**config.mk**
```make
export PLATFORM = sky130hd
export DESIGN_NAME = biquad_bank
export DESIGN_NICKNAME = d
export VERILOG_FILES = /design/src/rtl/biquad_bank.sv
export SDC_FILE = /design/constraint.sdc
export NUM_CORES = 2
export LEC_CHECK = 0
export CAP_MARGIN = 20
export CORE_UTILIZATION = 55
export DETAILED_ROUTE_END_ITERATION = 10
export PLACE_DENSITY = 0.71
export SLEW_MARGIN = 20
export SYNTH_ARGS = -nofsm -noshare
export SYNTH_HDL_FRONTEND = slang
export SYNTH_SLANG_ARGS = --single-unit
```
**constraint.sdc**
```tcl
create_clock -name clk -period 13.7 [get_ports clk]
set_input_delay 2.74 -clock clk [delete_from_list [all_inputs] [get_ports clk]]
set_output_delay 2.74 -clock clk [all_outputs]
set_load 0.02 [all_outputs]
```
**src/rtl/biquad_bank.sv**
```systemverilog
// Bank of NUM_BANDS direct-form-I biquads time-sharing one multiply-accumulator.
// Bands run in cascade or as a parallel sum, with a fixed-latency bypass.
module biquad_bank #(
  parameter int DATA_W    = 16,
  parameter int COEF_W    = 18,
  parameter int FRAC_BITS = 16,
  parameter int NUM_BANDS = 3,
  parameter int ACC_W     = 40,
  localparam int BAND_W   = (NUM_BANDS > 1) ? $clog2(NUM_BANDS) : 1
) (
  input  logic              clk,
  input  logic              reset,
  input  logic [DATA_W-1:0] sample_in,
  input  logic              sample_valid,
  output logic              ready,
  input  logic              coef_we,
  input  logic [BAND_W-1:0] coef_band,
  input  logic [2:0]        coef_sel,
  input  logic [COEF_W-1:0] coef_data,
  input  logic              mode,
  input  logic              bypass,
  input  logic              state_clr,
  output logic [DATA_W-1:0] sample_out,
  output logic              out_valid,
  output logic              overflow
);

  localparam int PROD_W = DATA_W + COEF_W;
  localparam int SUM_W  = DATA_W + $clog2(NUM_BANDS) + 1;

  localparam logic [COEF_W-1:0] UNITY =
    {{(COEF_W-FRAC_BITS-1){1'b0}}, 1'b1, {FRAC_BITS{1'b0}}};
  localparam logic signed [ACC_W-1:0] RND_HALF =
    {{(ACC_W-FRAC_BITS){1'b0}}, 1'b1, {(FRAC_BITS-1){1'b0}}};
  localparam logic signed [ACC_W-1:0] Y_MAX =
    {{(ACC_W-DATA_W+1){1'b0}}, {(DATA_W-1){1'b1}}};
  localparam logic signed [ACC_W-1:0] Y_MIN =
    {{(ACC_W-DATA_W+1){1'b1}}, {(DATA_W-1){1'b0}}};
  localparam logic signed [SUM_W-1:0] S_MAX =
    {{(SUM_W-DATA_W+1){1'b0}}, {(DATA_W-1){1'b1}}};
  localparam logic signed [SUM_W-1:0] S_MIN =
    {{(SUM_W-DATA_W+1){1'b1}}, {(DATA_W-1){1'b0}}};
  localparam logic [BAND_W:0]   NB_LIM    = (BAND_W+1)'(NUM_BANDS);
  localparam logic [BAND_W-1:0] LAST_BAND = BAND_W'(NUM_BANDS-1);

  typedef enum logic [1:0] {S_IDLE, S_MAC, S_WB, S_OUT} state_t;

  state_t                    r_state;
  logic [2:0]                r_tap;
  logic [BAND_W-1:0]         r_band;
  logic signed [ACC_W-1:0]   r_acc;
  logic signed [DATA_W-1:0]  r_xin;
  logic signed [DATA_W-1:0]  r_bin;
  logic signed [SUM_W-1:0]   r_sum;
  logic                      r_mode;
  logic                      r_bypass;
  logic                      r_clr_pend;
  logic [DATA_W-1:0]         r_sample_out;
  logic                      r_out_valid;
  logic                      r_overflow;

  logic signed [COEF_W-1:0]  r_shd [NUM_BANDS][5];
  logic signed [COEF_W-1:0]  r_act [NUM_BANDS][5];
  logic signed [DATA_W-1:0]  r_x1  [NUM_BANDS];
  logic signed [DATA_W-1:0]  r_x2  [NUM_BANDS];
  logic signed [DATA_W-1:0]  r_y1  [NUM_BANDS];
  logic signed [DATA_W-1:0]  r_y2  [NUM_BANDS];

  logic signed [DATA_W-1:0]  w_data;
  logic signed [COEF_W-1:0]  w_coef;
  logic signed [PROD_W-1:0]  w_prod;
  logic signed [ACC_W-1:0]   w_prod_ext;
  logic signed [ACC_W-1:0]   w_acc_next;
  logic signed [ACC_W-1:0]   w_rnd;
  logic signed [ACC_W-1:0]   w_shift;
  logic                      w_y_ovf;
  logic signed [DATA_W-1:0]  w_y;
  logic                      w_sum_ovf;
  logic signed [DATA_W-1:0]  w_sum_sat;
  logic                      w_clr;
  logic                      w_coef_ok;

  assign ready      = (r_state == S_IDLE);
  assign sample_out = r_sample_out;
  assign out_valid  = r_out_valid;
  assign overflow   = r_overflow;

  // Tap order b0*x, b1*x1, b2*x2, a1*y1, a2*y2; feedback taps subtract.
  always_comb begin
    w_data = r_bin;
    case (r_tap)
      3'd1:    w_data = r_x1[r_band];
      3'd2:    w_data = r_x2[r_band];
      3'd3:    w_data = r_y1[r_band];
      3'd4:    w_data = r_y2[r_band];
      default: w_data = r_bin;
    endcase
    w_coef = r_act[r_band][0];
    case (r_tap)
      3'd1:    w_coef = r_act[r_band][1];
      3'd2:    w_coef = r_act[r_band][2];
      3'd3:    w_coef = r_act[r_band][3];
      3'd4:    w_coef = r_act[r_band][4];
      default: w_coef = r_act[r_band][0];
    endcase
    w_prod     = w_coef * w_data;
    w_prod_ext = {{(ACC_W-PROD_W){w_prod[PROD_W-1]}}, w_prod};
    if (r_tap == 3'd0)      w_acc_next = w_prod_ext;
    else if (r_tap >= 3'd3) w_acc_next = r_acc - w_prod_ext;
    else                    w_acc_next = r_acc + w_prod_ext;
  end

  always_comb begin
    w_rnd   = r_acc + RND_HALF;
    w_shift = w_rnd >>> FRAC_BITS;
    w_y_ovf = (w_shift > Y_MAX) || (w_shift < Y_MIN);
    if (!w_y_ovf)            w_y = w_shift[DATA_W-1:0];
    else if (w_shift[ACC_W-1]) w_y = Y_MIN[DATA_W-1:0];
    else                     w_y = Y_MAX[DATA_W-1:0];
    w_sum_ovf = (r_sum > S_MAX) || (r_sum < S_MIN);
    if (!w_sum_ovf)          w_sum_sat = r_sum[DATA_W-1:0];
    else if (r_sum[SUM_W-1]) w_sum_sat = S_MIN[DATA_W-1:0];
    else                     w_sum_sat = S_MAX[DATA_W-1:0];
  end

  assign w_clr     = r_clr_pend | state_clr;
  assign w_coef_ok = coef_we && (coef_sel < 3'd5) && ({1'b0, coef_band} < NB_LIM);

  always_ff @(posedge clk or negedge reset) begin
    if (!reset) begin
      r_state      <= S_IDLE;
      r_tap        <= '0;
      r_band       <= '0;
      r_acc        <= '0;
      r_xin        <= '0;
      r_bin        <= '0;
      r_sum        <= '0;
      r_mode       <= 1'b0;
      r_bypass     <= 1'b0;
      r_clr_pend   <= 1'b0;
      r_sample_out <= '0;
      r_out_valid  <= 1'b0;
      r_overflow   <= 1'b0;
      for (int b = 0; b < NUM_BANDS; b++) begin
        r_x1[b] <= '0;
        r_x2[b] <= '0;
        r_y1[b] <= '0;
        r_y2[b] <= '0;
        for (int c = 0; c < 5; c++) begin
          r_shd[b][c] <= (c == 0) ? UNITY : '0;
          r_act[b][c] <= (c == 0) ? UNITY : '0;
        end
      end
    end else begin
      r_out_valid <= 1'b0;
      if (state_clr) r_clr_pend <= 1'b1;
      // Shadow write after the accept-edge copy: NBA ordering gives the copy the old value.
      if (w_coef_ok) r_shd[coef_band][coef_sel] <= coef_data;
      case (r_state)
        S_IDLE: begin
          if (sample_valid) begin
            r_xin      <= sample_in;
            r_bin      <= sample_in;
            r_mode     <= mode;
            r_bypass   <= bypass;
            r_sum      <= '0;
            r_band     <= '0;
            r_tap      <= '0;
            r_clr_pend <= 1'b0;
            r_state    <= S_MAC;
            for (int b = 0; b < NUM_BANDS; b++) begin
              for (int c = 0; c < 5; c++) r_act[b][c] <= r_shd[b][c];
              if (w_clr) begin
                r_x1[b] <= '0;
                r_x2[b] <= '0;
                r_y1[b] <= '0;
                r_y2[b] <= '0;
              end
            end
          end
        end
        S_MAC: begin
          r_acc <= w_acc_next;
          if (r_tap == 3'd4) r_state <= S_WB;
          else               r_tap   <= r_tap + 3'd1;
        end
        S_WB: begin
          if (!r_bypass) begin
            r_x2[r_band] <= r_x1[r_band];
            r_x1[r_band] <= r_bin;
            r_y2[r_band] <= r_y1[r_band];
            r_y1[r_band] <= w_y;
            r_sum        <= r_sum + {{(SUM_W-DATA_W){w_y[DATA_W-1]}}, w_y};
            if (!r_mode) r_bin <= w_y;
            if (w_y_ovf) r_overflow <= 1'b1;
          end
          r_tap <= '0;
          if (r_band == LAST_BAND) begin
            r_state <= S_OUT;
          end else begin
            r_band  <= r_band + 1'b1;
            r_state <= S_MAC;
          end
        end
        S_OUT: begin
          if (r_bypass)    r_sample_out <= r_xin;
          else if (r_mode) r_sample_out <= w_sum_sat;
          else             r_sample_out <= r_bin;
          if (!r_bypass && r_mode && w_sum_ovf) r_overflow <= 1'b1;
          r_out_valid <= 1'b1;
          r_state     <= S_IDLE;
        end
        default: r_state <= S_IDLE;
      endcase
    end
  end

endmodule

```
==> run_results.csv <==
group,metric,value,unit
status,status,"complete, no violations",
logic_synthesis,synth_cells,4606,
logic_synthesis,ys_seq_area_frac,0.4218,
clock_tree,cts_setup_buffers,0,
timing,skew,0.06057,ns
logic_synthesis,synthTopCellsByCount,"845 x dfrtp_1, 560 x mux2_2, 407 x inv_1",
floorplan,dieArea,0.09304,mm2
detailed_routing,wl,129200,um
global_routing,antenna_found_initial,2,
setup_path,worst-path-buf-inv,6,
timing,tightest_slew,1.079,ns
setup_path,cp_top_family,"compound AO/OA/AOI/OAI gates",
cells_and_area,areaGrowthSynthToFinish,10.04,%
setup_path,cp-start-kind,"flip-flop",
floorplan,die_w,305.0,um
setup_path,critPathMaxFanout,50,
logic_synthesis,async_flop_share,1.000,
detailed_routing,drt_first_iter_violations,2781,
floorplan,die_h,305.0,um
global_routing,grt_pass1_vias,36590,
timing,hold_viol_final,0,
timing,maxSlewViolCount,0,
detailed_routing,drtAntennaViolNets,0,
floorplan,io_pins,65,
floorplan,rows,110,
clock_tree,cts_hold_buf,0,
logic_synthesis,netlist.area_leader.share,0.4187,
logic_synthesis,avgSynthCellArea,10.96,um2
logic_synthesis,ys_seq_elements,851,
logic_synthesis,synth-main-ff-cell,"dfrtp_1",
clock_tree,h-tree-depth,3,
logic_synthesis,syn-num-nets,5097,
detailed_routing,dr.pass1.iters,5,
clock_tree,cts_made_buffers,88,
clock_tree,clockRootBuffer,"clkbuf_16",
global_routing,grt_pass1_wl,208100,um
place,placement.io_buffers,64,
logic_synthesis,synthTopCellsByArea,"dfrtp_1 42%, mux2_2 12%, fa_1 12%",
place,gp_congestion,0.9184,
global_routing,overflow,0,
cells_and_area,drive_gt1_frac,0.1867,
cells_and_area,finalNetCount,5096,
detailed_routing,route.detailed.drc,0,
timing,setup_viol,0,
logic_synthesis,yosysUniqueCellTypes,90,
clock_tree,cts_resized,0,
clock_tree,insertion_delay,0.71,ns
logic_synthesis,synth_most_common_cell,"dfrtp_1",
logic_synthesis,yosysTopAreaCell,"dfrtp_1",
setup_path,critPathRequiredTime,14.22,ns
logic_synthesis,yosysWarnings,0,
place,post-dp-hpwl,87000,um
detailed_routing,routedWlPerCell,22.09,um
timing,period_share,0.9147,
floorplan,initial_core_util,0.5585,
timing,tns,0,ns
clock_tree,cts_tree,"yes",
detailed_routing,routed_via_density,6.042,
logic_synthesis,syn_area,0.05050,mm2
floorplan,core,0.09042,mm2
setup_path,crit_path_frequent_cell,"fa_1",
setup_path,critPathCaptureType,"flip-flop",
setup_path,critPathSlowestCell,"a21oi_1",
job,max-cap-violations,0,
timing,worst_slew_margin_rel,0.2804,
clock_tree,clockBufferDepth,3,
hold_path,hold_class,"flip-flop to flip-flop",
setup_path,path_class,"flip-flop to flip-flop",
logic_synthesis,synth-edff-count,0,
setup_path,cpPeakStageDelay,0.79,ns
clock_tree,clock-sinks,851,
cells_and_area,antennaDiodeCount,0,
timing,max_clock_freq,0.07980,GHz
detailed_routing,num_vias,35330,
cells_and_area,fillers,7266,
timing,rsz0062_at_grt,"no",
cells_and_area,multiInputGateArea,0.02688,mm2
cells_and_area,regArea,0.02131,mm2
timing,period_minus_slack,12.53,ns
clock_tree,clkSlewWorstSetupHoldPaths,0.06,ns
global_routing,grt_max_degree,179,
global_routing,track_usage,0.2855,
setup_path,cp.arrival,13.05,ns
-- sequential cells by signal, indices dropped and copies added (netlist names), 19 cells and up --
signal and flops:
r_sum 19, r_acc 40, r_act 270, r_shd 270
r_x1 48, r_y1 48, r_x2 48, r_y2 48
-- cell type report --
cell class              instances  area share
flip-flops and latches        851      0.3834
clock inverters                33    0.009050
inverters                     409     0.02762
multi-input cells            3097      0.4836
repair buffers                158     0.02528
well taps                    1176     0.02648
clock buffers                 123     0.04451
-- cells in the final DEF, fill, tap and decap left out, types with 20 or more instances in the layout --
| master | count |
|---|---|
| a21o_1 | 52 |
| a21oi_1 | 195 |
| a221oi_1 | 45 |
| a22o_1 | 167 |
| a22oi_1 | 40 |
| buf_4 | 89 |
| clkbuf_1 | 21 |
| clkbuf_16 | 88 |
| clkdlybuf4s50_1 | 63 |
| dfrtp_1 | 843 |
| fa_1 | 293 |
| ha_1 | 151 |
| inv_1 | 407 |
| mux2_2 | 560 |
| mux2i_1 | 86 |
| nand2_1 | 352 |
| nand2b_1 | 58 |
| nand3_1 | 32 |
| nor2_1 | 309 |
| nor2b_1 | 47 |
| nor3_1 | 31 |
| o21ai_0 | 207 |
| o21ai_1 | 21 |
| o22ai_1 | 32 |
| o31ai_1 | 24 |
| or2_2 | 20 |
| xnor2_1 | 73 |
| xor2_1 | 56 |
-- path summary, 6_finish.rpt --
path                                      startpoint  slack, ns  depth (start not counted)                     to
worst min-delay path            overflow$_DFFE_PN0P_       0.47                          1   overflow$_DFFE_PN0P_
worst min register to register  overflow$_DFFE_PN0P_       0.47                          1   overflow$_DFFE_PN0P_
worst max register to register  r_tap[2]$_DFFE_PN0P_       1.17                         42  r_acc[39]$_DFFE_PN0P_
max in group asynchronous                      reset       9.27                          3  r_shd[77]$_DFFE_PN0P_
worst max-delay path            r_tap[2]$_DFFE_PN0P_       1.17                         42  r_acc[39]$_DFFE_PN0P_
min in group asynchronous                      reset       2.18                          1   r_x1[12]$_DFFE_PN0P_
-- per-stage QoR --
| step | instances | utilization | worst slack, ns | hold slack [ns] | cell area, um2 |
|---|---|---|---|---|---|
| 3_3_place_gp | 5690 | 0.5815 | 1.473 | 0.4560 | 52580 |
| 2_1_floorplan | 4606 | - | 2.313 | 0.4492 | 50500 |
| 6_report | 5847 | 0.6146 | 1.168 | 0.4679 | 55580 |
| 4_1_cts | 5846 | 0.6145 | 1.287 | 0.4701 | 55560 |
| 5_1_grt | 5847 | 0.6146 | 0.2525 | 0.4881 | 55580 |
| 3_5_place_dp | 5690 | 0.5816 | 1.347 | 0.4567 | 52590 |
-- kinds of logic (layout without fill, tap and decap cells) --
family	after synthesis	count (layout)	share of synthesized area
AO/OA/AOI/OAI	915	915	0.1230
XOR/XNOR	131	131	0.02314
adder cells (fa/ha/maj)	445	445	0.1538
buffers and inverters	658	723	0.04957
flip-flops	851	851	0.4218
multiplexers	656	656	0.1439
AND/OR/NAND/NOR	950	950	0.08473
-- metal layers --
metal  wire (um)  vias to the layer above  part of all wire  global-route usage
li1            -                    15780                 -                   -
met1       55920                    18090              0.43              0.3947
met2       60490                     1198              0.47              0.4569
met3        7904                      260             0.061             0.04388
met4        4816                        4             0.037              0.1056
met5          29                        -           0.00022                   0
Power is not shown: default switching activity piles up to over one toggle a cycle in this logic, so the estimate is an artifact.
